===== src/rtl/green_ins_enc_if.sv =====
// Command and instruction-bus bundle for the green instruction encoder.
//
// master : command source / instruction sink side (drives commands and ins_stall)
// slave  : the encoder (drives cmd_ready, the instruction word and status)
//
// Signals
//   cmd_valid  command present
//   cmd_ready  command can be accepted this cycle (combinational on ins_stall)
//   cmd_op     0=load, 1=store, 2=increment, 3=no-op
//   cmd_sel    register select, 0=RA, 1=RB
//   cmd_arg    11-bit operand
//   cmd_rep    extra repeats (0 = single word)
//   ins_out    16-bit instruction word to the decoder
//   ins_valid  ins_out holds a real word
//   ins_stall  sink cannot accept the current word
//   busy       command in progress
//   issued_cnt count of words accepted by the sink
interface green_ins_enc_if #(
  parameter int unsigned REP_W = 4
) ();

  logic             cmd_valid;
  logic             cmd_ready;
  logic [1:0]       cmd_op;
  logic             cmd_sel;
  logic [10:0]      cmd_arg;
  logic [REP_W-1:0] cmd_rep;
  logic [15:0]      ins_out;
  logic             ins_valid;
  logic             ins_stall;
  logic             busy;
  logic [15:0]      issued_cnt;

  modport master (
    output cmd_valid,
    output cmd_op,
    output cmd_sel,
    output cmd_arg,
    output cmd_rep,
    output ins_stall,
    input  cmd_ready,
    input  ins_out,
    input  ins_valid,
    input  busy,
    input  issued_cnt
  );

  modport slave (
    input  cmd_valid,
    input  cmd_op,
    input  cmd_sel,
    input  cmd_arg,
    input  cmd_rep,
    input  ins_stall,
    output cmd_ready,
    output ins_out,
    output ins_valid,
    output busy,
    output issued_cnt
  );

endinterface


===== src/rtl/green_ins_enc.sv =====
// Instruction encoder/issuer for the green datapath.
//
// Accepts register commands over a valid/ready handshake and issues cmd_rep+1
// 16-bit instruction words per command to the green decoder. Store commands
// walk their address (arg) by one per issued word, wrapping at 11 bits. When no
// word is being issued the bus carries the no-op word 16'hF000.
//
// Ports
//   clk  system clock, rising edge
//   rst  synchronous active-high reset
//   bus  green_ins_enc_if.slave (command handshake, instruction bus, status)
//
// All bus outputs are functions of registered state only, except cmd_ready,
// which depends combinationally on ins_stall so a follow-on command can be
// taken in the same cycle the final word of the current one is consumed.
module green_ins_enc #(
  parameter int unsigned REP_W = 4
) (
  input  logic            clk,
  input  logic            rst,
  green_ins_enc_if.slave  bus
);

  localparam logic [1:0]  OpLoad  = 2'd0;
  localparam logic [1:0]  OpStore = 2'd1;
  localparam logic [1:0]  OpInc   = 2'd2;
  localparam logic [1:0]  OpNop   = 2'd3;
  localparam logic [15:0] IdleWord = 16'hF000;

  typedef enum logic [0:0] {StIdle, StIssue} state_e;

  state_e           state_q, state_d;
  logic [1:0]       op_q, op_d;
  logic             sel_q, sel_d;
  logic [10:0]      arg_q, arg_d;
  logic [REP_W-1:0] rem_q, rem_d;
  logic [15:0]      cnt_q, cnt_d;

  logic             last;
  logic             consume;
  logic             accept;
  logic             cmd_ready;
  logic [3:0]       opcode;

  // Next-state logic.
  always_comb begin
    state_d = state_q;
    op_d    = op_q;
    sel_d   = sel_q;
    arg_d   = arg_q;
    rem_d   = rem_q;
    cnt_d   = cnt_q;

    last      = (rem_q == '0);
    // ins_stall only matters while a word is actually presented.
    consume   = (state_q == StIssue) && !bus.ins_stall;
    cmd_ready = (state_q == StIdle) || (consume && last);
    accept    = bus.cmd_valid && cmd_ready;

    if (consume) begin
      cnt_d = cnt_q + 16'd1;
    end

    unique case (state_q)
      StIdle: begin
        if (accept) begin
          op_d    = bus.cmd_op;
          sel_d   = bus.cmd_sel;
          arg_d   = bus.cmd_arg;
          rem_d   = bus.cmd_rep;
          state_d = StIssue;
        end
      end
      StIssue: begin
        if (consume && !last) begin
          rem_d = rem_q - {{(REP_W-1){1'b0}}, 1'b1};
          if (op_q == OpStore) begin
            arg_d = arg_q + 11'd1;
          end
        end else if (accept) begin
          // Back-to-back: final word consumed and the next command taken in
          // the same cycle, so its first word follows with no idle gap.
          op_d    = bus.cmd_op;
          sel_d   = bus.cmd_sel;
          arg_d   = bus.cmd_arg;
          rem_d   = bus.cmd_rep;
          state_d = StIssue;
        end else if (consume) begin
          state_d = StIdle;
        end
      end
      default: begin
        state_d = StIdle;
      end
    endcase
  end

  // State register; reset discards any command in flight.
  always_ff @(posedge clk) begin
    if (rst) begin
      state_q <= StIdle;
      op_q    <= OpNop;
      sel_q   <= 1'b0;
      arg_q   <= 11'd0;
      rem_q   <= '0;
      cnt_q   <= 16'd0;
    end else begin
      state_q <= state_d;
      op_q    <= op_d;
      sel_q   <= sel_d;
      arg_q   <= arg_d;
      rem_q   <= rem_d;
      cnt_q   <= cnt_d;
    end
  end

  // Word encoding and status outputs.
  always_comb begin
    opcode = 4'b1111;
    unique case (op_q)
      OpLoad:  opcode = 4'b0000;
      OpStore: opcode = 4'b0001;
      OpInc:   opcode = 4'b0010;
      OpNop:   opcode = 4'b1111;
      default: opcode = 4'b1111;
    endcase

    bus.cmd_ready  = cmd_ready;
    bus.ins_valid  = (state_q == StIssue);
    bus.busy       = (state_q == StIssue);
    bus.issued_cnt = cnt_q;
    bus.ins_out    = (state_q == StIssue) ? {opcode, sel_q, arg_q} : IdleWord;
  end

endmodule


===== src/flat_wrapper.sv =====
// flat-port wrapper written by rule: the top's interface ports become plain ports
module green_ins_enc_flat 
#(
  parameter int unsigned REP_W = 4
)
  (clk, rst, bus_cmd_valid, bus_cmd_op, bus_cmd_sel, bus_cmd_arg, bus_cmd_rep, bus_ins_stall, bus_cmd_ready, bus_ins_out, bus_ins_valid, bus_busy, bus_issued_cnt);
  green_ins_enc_if #(.REP_W(REP_W)) bus_i ();
  input  logic clk;
  input  logic rst;
  input wire logic [$bits(bus_i.cmd_valid)-1:0] bus_cmd_valid;
  input wire logic [$bits(bus_i.cmd_op)-1:0] bus_cmd_op;
  input wire logic [$bits(bus_i.cmd_sel)-1:0] bus_cmd_sel;
  input wire logic [$bits(bus_i.cmd_arg)-1:0] bus_cmd_arg;
  input wire logic [$bits(bus_i.cmd_rep)-1:0] bus_cmd_rep;
  input wire logic [$bits(bus_i.ins_stall)-1:0] bus_ins_stall;
  output wire logic [$bits(bus_i.cmd_ready)-1:0] bus_cmd_ready;
  output wire logic [$bits(bus_i.ins_out)-1:0] bus_ins_out;
  output wire logic [$bits(bus_i.ins_valid)-1:0] bus_ins_valid;
  output wire logic [$bits(bus_i.busy)-1:0] bus_busy;
  output wire logic [$bits(bus_i.issued_cnt)-1:0] bus_issued_cnt;
  assign bus_i.cmd_valid = bus_cmd_valid;
  assign bus_i.cmd_op = bus_cmd_op;
  assign bus_i.cmd_sel = bus_cmd_sel;
  assign bus_i.cmd_arg = bus_cmd_arg;
  assign bus_i.cmd_rep = bus_cmd_rep;
  assign bus_i.ins_stall = bus_ins_stall;
  assign bus_cmd_ready = bus_i.cmd_ready;
  assign bus_ins_out = bus_i.ins_out;
  assign bus_ins_valid = bus_i.ins_valid;
  assign bus_busy = bus_i.busy;
  assign bus_issued_cnt = bus_i.issued_cnt;
  green_ins_enc #(.REP_W(REP_W)) u_core (.clk(clk), .rst(rst), .bus(bus_i));
endmodule

===== config.mk =====
export PLATFORM = sky130hd
export DESIGN_NAME = green_ins_enc_flat
export DESIGN_NICKNAME = d
export VERILOG_FILES = /design/src/rtl/green_ins_enc_if.sv /design/src/rtl/green_ins_enc.sv /design/src/flat_wrapper.sv
export SDC_FILE = /design/constraint.sdc
export NUM_CORES = 1
export LEC_CHECK = 0
export CELL_PAD_IN_SITES_DETAIL_PLACEMENT = 0
export CELL_PAD_IN_SITES_GLOBAL_PLACEMENT = 1
export CORE_ASPECT_RATIO = 1.25
export CORE_MARGIN = 4
export CORE_UTILIZATION = 31
export CTS_CLUSTER_DIAMETER = 200
export DETAILED_ROUTE_END_ITERATION = 6
export PLACE_DENSITY = 0.87
export SLEW_MARGIN = 20
export SYNTH_ARGS = -nofsm -noshare
export SYNTH_HDL_FRONTEND = slang
export SYNTH_SLANG_ARGS = --single-unit

===== constraint.sdc =====
create_clock -name clk -period 2.13 [get_ports clk]
set_clock_uncertainty 0.2 [all_clocks]
set_input_delay 0.639 -clock clk [delete_from_list [all_inputs] [get_ports clk]]
set_output_delay 0.639 -clock clk [all_outputs]
set_load 0.005 [all_outputs]

* Word level (Yosys, flattened, before mapping)
Index checks and enable logic that the tools add are counted.
** Word-level totals
- Flip-flop bits (word level) :: 35
- Latch bits :: 0
- Bits in writable memories :: 0
- Memory bits (read-only) :: 0
- Bits of input ports :: 22
- Word-level logic and storage cells :: 44
- Memories kept :: 0
** Operators by class
- Add/sub/neg operators :: 3
- Multipliers :: 0
- Divide/modulo/power cells :: 0
- Magnitude comparators :: 0
- Eq/ne operators :: 5
- Shift-type cells :: 0
- Mux-type cells :: 20
- Bitwise gates (word level) :: 1
- Reductions and logical operators :: 9
** Operators with widths (count)
- $mux 11 :: 3
- $pmux 11 s2 :: 1
- $add 16x1->16 const B :: 1
- $mux 16 :: 1
- $pmux 4 s4 :: 1
- $add 11x1->11 const B :: 1
- $mux 4 :: 2
- $pmux 4 s2 :: 1
- $mux 1 :: 6
- $eq 2x2->1 const B :: 2
- $logic_and 1x1->1 :: 4
- $logic_not 4->1 :: 1
- $mux 2 :: 2
- $pmux 1 s2 :: 2
- $pmux 2 s2 :: 1
- $sub 4x1->4 const B :: 1
- $ne 3x3->1 const B :: 1
- $eq 2x1->1 const B :: 1
- $logic_not 1->1 :: 2
- $logic_not 2->1 :: 1
- $ne 2x2->1 const B :: 1
- $logic_or 1x1->1 :: 1
- $not 1->1 :: 1

* Longest topological paths before layout
- Depth in word-level cells :: 8
- Depth in mapped cells :: 8
- Mapped depth without buffers :: 6

* Worst setup path before layout
Ideal clock, no wire load.
- Path type :: input-to-reg
- Start point :: input port bus_ins_stall
- End point :: register u_core.arg_q[4]
- Data arrival time :: 1.975 ns
- Required time :: 1.844 ns
- Path slack :: -0.131 ns
- Cell stages on the path :: 5
- Path buffers :: 1
- Path through :: or4b_4 a21bo_1 buf_6 a22o_1 a221oi_2
** On the way
- Cells in the longest elaborated chain, start to end :: 8
- Elaborated cells between the ends (all ways) :: 10
- Those cells by class :: eq/ne (1); mux (3); reduce/logical (6)
** RTL lines
- start: declaration :: RTL line flat_wrapper.sv:15 : input wire logic [$bits(bus_i.ins_stall)-1:0] bus_ins_stall;
- $logic_not 1->1 (*) :: RTL line green_ins_enc.sv:56 : consume = (state_q == StIssue) && !bus.ins_stall;
- $logic_and 1x1->1 (*) :: RTL line green_ins_enc.sv:56
- $logic_and 1x1->1 :: RTL line green_ins_enc.sv:57 : cmd_ready = (state_q == StIdle) || (consume && last);
- $logic_or 1x1->1 :: RTL line green_ins_enc.sv:57
- $logic_and 1x1->1 :: RTL line green_ins_enc.sv:58 : accept = bus.cmd_valid && cmd_ready;
- $mux 11
- $mux 11 :: RTL line green_ins_enc.sv:75 : if (consume && !last) begin
- $pmux 11 s2 :: RTL line green_ins_enc.sv:64 : unique case (state_q)
- end signal: assignment :: RTL line green_ins_enc.sv:111 : arg_q <= arg_d;
- end: declaration :: RTL line green_ins_enc.sv:35 : logic [10:0] arg_q, arg_d;
Mark *: on every way between the ends. The rest lies on a longest branch, timed or not.
A chain may end at the register's enable or synchronous reset.

* Worst setup path in the final report
- Start point :: register u_core.rem_q[1]
- End point :: output port bus_cmd_ready
** On the way
- Cells in the longest elaborated chain, start to end :: 3
** RTL lines
- start: declaration :: RTL line green_ins_enc.sv:36 : logic [REP_W-1:0] rem_q, rem_d;
- start signal: assignment :: RTL line green_ins_enc.sv:112 : rem_q <= rem_d;
- $logic_not 4->1 :: RTL line green_ins_enc.sv:54 : last = (rem_q == '0);
- $logic_and 1x1->1 :: RTL line green_ins_enc.sv:57
- $logic_or 1x1->1 :: RTL line green_ins_enc.sv:57
- end: declaration :: RTL line flat_wrapper.sv:16 : output wire logic [$bits(bus_i.cmd_ready)-1:0] bus_cmd_ready;
Every way passes these cells.

==> flow_summary.yaml <==
status:
  status: "finished with violations"
  failed_checks: "negative setup slack"
power_and_ir_drop:
  vdd_drop_max_mv: 0.216
  p_leak_nw: 1.15
  power_density_mw_per_mm2: 545
  power.total_mw: 1.63
clock_tree:
  cts_buffers: 5
  cts_tree: "yes"
  htreeDepth: 2
  cts_sinks: 35
  clock_latency_ps: 280
  cts_buffer_depth: 2
  cts_root_buffer: "clkbuf_8"
  cts_hold_buffers: 0
  clk_pin_slew_ps: 70
drt:
  drt_iter0_markers: 77
  drc: 0
  vias: 2091
  antenna_left: 0
  routed_wl_mm: 5.84
  vias_per_cell: 5.11
  routedWlPerCell_um: 14.3
  drt-pass1-iter-count: 4
yosys:
  yosys-top-cells-area: "dfxtp_1, nand2_1, and2_1"
  synth-edff-count: 0
  synthDistinctLibCells: 51
  post-synth-top-count-cell: "dfxtp_1"
  yosys-top-cells-count: "dfxtp_1, nand2_1, and2_1, a21oi_1, nor2_1"
  yosysSeqAreaShare: 0.367
  syn_inst: 233
  synth_top_cell_area_share: 0.367
  synth-seq-cells: 35
  syn_area_per_cell_um2: 8.19
  syn_area_mm2: 0.00191
  ys.flop_type: "dfxtp_1"
  synth_nets: 258
  post-synth-top-area-cell: "dfxtp_1"
  yosysWarnings: 0
  synth-async-reset-ratio: 0
grt:
  top_usage_layer: "met2"
  grt_pass1_vias: 2067
  grt_pass1_wl_mm: 9.45
  grtUsageMet1: 0.176
  grt_max_degree: 22
  grt_use_total: 0.158
  antenna_found_initial: 0
  gr-usage-met2: 0.287
  grt_overflow: 0
  global_route.usage.met3: 0.0375
critical_path:
  cp_slowest_cell: "or4b_4"
  end_kind: "output pin"
  critPathKind: "flip-flop to output pin"
  cpPeakStageDelay_ps: 480
  worstPathMaxFanout: 2
  crit_arrival_ps: 1450
  cp_cell_sequence: "inv_2 > ha_4 > or4b_4 > nand2_2 > buf_2"
  path_buf_inv: 2
  critical_path.top_delay_family: "simple AND/OR/NAND/NOR gates"
  required_ps: 1290
  startpoint_type: "flip-flop"
  r2r_cells: 8
  cp.depth: 5
worst_hold_path:
  hold_depth: 2
  min_path_type: "flip-flop to flip-flop"
die:
  io_pins: 57
  core_area_mm2: 0.00590
  die_area_mm2: 0.00749
  num_rows: 31
  die_x_um: 78.2
  die_h_um: 95.7
  start_util: 0.324
sta:
  setup_ws_ps: -159
  rsz0062_at_grt: "true"
  final_hold_viol_count: 0
  finalSetupViolCount: 10
  drv_slew: 0
  fin_setup_tns_ps: -540
  tightest_slew_ps: 374
  period_share: 1.07
  slew_headroom: 0.750
  layout_min_cycle_time_ps: 2290
  max_freq_ghz: 0.437
place:
  dpl_worst_slack_ps: -883
  dp_hpwl_mm: 4.30
  gp_congestion: 0.856
  dp.cells: 397
  io_buffers: 56
cells_and_area:
  fill_cells: 574
  fin_cells: 409
  antenna_cells: 0
  area_growth_pct: 57.2
  drive_above_1_share: 0.269
  final_nets: 352
run:
  max_cap_viol_count: 0
-- routing by layer --
layer	vias to the layer above	routed length, um
met1	994	2490
met2	58	3010
met3	6	267
met4	0	75
met5	-	0
li1	1033	-
-- final cells by class --
class | count | area [um2] | area share
clock inverters | 1 | 5.00 | 0.00167
multi-input cells | 181 | 1210 | 0.404
repair buffers | 97 | 858 | 0.286
clock buffers | 6 | 82.6 | 0.0275
inverters | 7 | 26.3 | 0.00875
well taps | 82 | 103 | 0.0342
flip-flops and latches | 35 | 713 | 0.238
-- worst register-to-register path, cell delays in order, from the launching register on --
cell      delay (ps)
dfxtp_2          330
inv_2             60
ha_4             140
or4b_4           480
buf_4            160
buf_6            120
a21bo_4          220
a22o_1           220
a221oi_2         240
-- registers in the layout (all words and copies together), names as in the netlist --
signal / cells
u_core.bus.issued_cnt: 16
u_core.arg_q: 11
u_core.rem_q: 4
u_core.op_q: 2
u_core.bus.busy: 1
u_core.sel_q: 1
-- repair_timing --
item / 4_1_cts / 5_1_grt
hold endpoints to repair: 0 / 0
buffers inserted: 4 / 1
endpoints found under the setup margin: 41 / 26
pin swaps: 3 / 10
resized for setup: 46 / 38
-- power breakdown --
part / switching, mW / leakage [nW] / internal [mW]
clock: 0.237 / 0.0470 / 0.254
combinational: 0.187 / 0.812 / 0.234
sequential: 0.0322 / 0.289 / 0.690
-- per-stage QoR --
step	hold slack [ps]	util	cell area, um2
6_report	275	0.509	3000
3_5_place_dp	254	0.475	2800
2_1_floorplan	232	-	1910
3_3_place_gp	241	0.475	2800
4_1_cts	264	0.499	2940
5_1_grt	304	0.509	3000
-- worst paths after layout --
check | slack, ps | start | to
worst max-delay path | -160 | u_core.rem_q[1] | bus_cmd_ready
worst min-delay path | 280 | u_core.sel_q | u_core.sel_q
worst max register to register | -120 | u_core.rem_q[1] | u_core.arg_q[4]
worst min register to register | 280 | u_core.sel_q | u_core.sel_q
-- cell usage in the layout, fill, tap and decap left out, types with 3 or more instances in the layout --
master	synthesis	final
dlygate4sd2_1	0	6
a21oi_1	14	13
a31oi_1	5	5
clkbuf_2	0	10
buf_4	2	32
or4_1	4	4
nand4_1	5	5
and2_1	15	15
xnor2_1	5	5
nor2_1	14	14
o31ai_1	3	3
clkdlybuf4s50_1	0	37
buf_6	1	6
or3_1	8	8
nand3_1	8	8
inv_1	7	5
nor3_1	6	6
dfxtp_2	0	7
clkbuf_8	0	6
nand4b_1	3	3
a211oi_1	4	4
nand2_2	0	3
o21ai_0	7	4
o211ai_1	4	4
dfxtp_1	35	27
nand2_1	32	29
xor2_1	5	5
-- kinds of logic after synthesis --
family / Yosys count / share of synthesized area
AO/OA/AOI/OAI: 53 / 0.189
flip-flops: 35 / 0.367
multiplexers: 2 / 0.0105
AND/OR/NAND/NOR: 113 / 0.325
XOR/XNOR: 10 / 0.0459
adder cells (fa/ha/maj): 3 / 0.0197
buffers and inverters: 17 / 0.0426
Note: power is estimated with default switching activity, not from simulation.
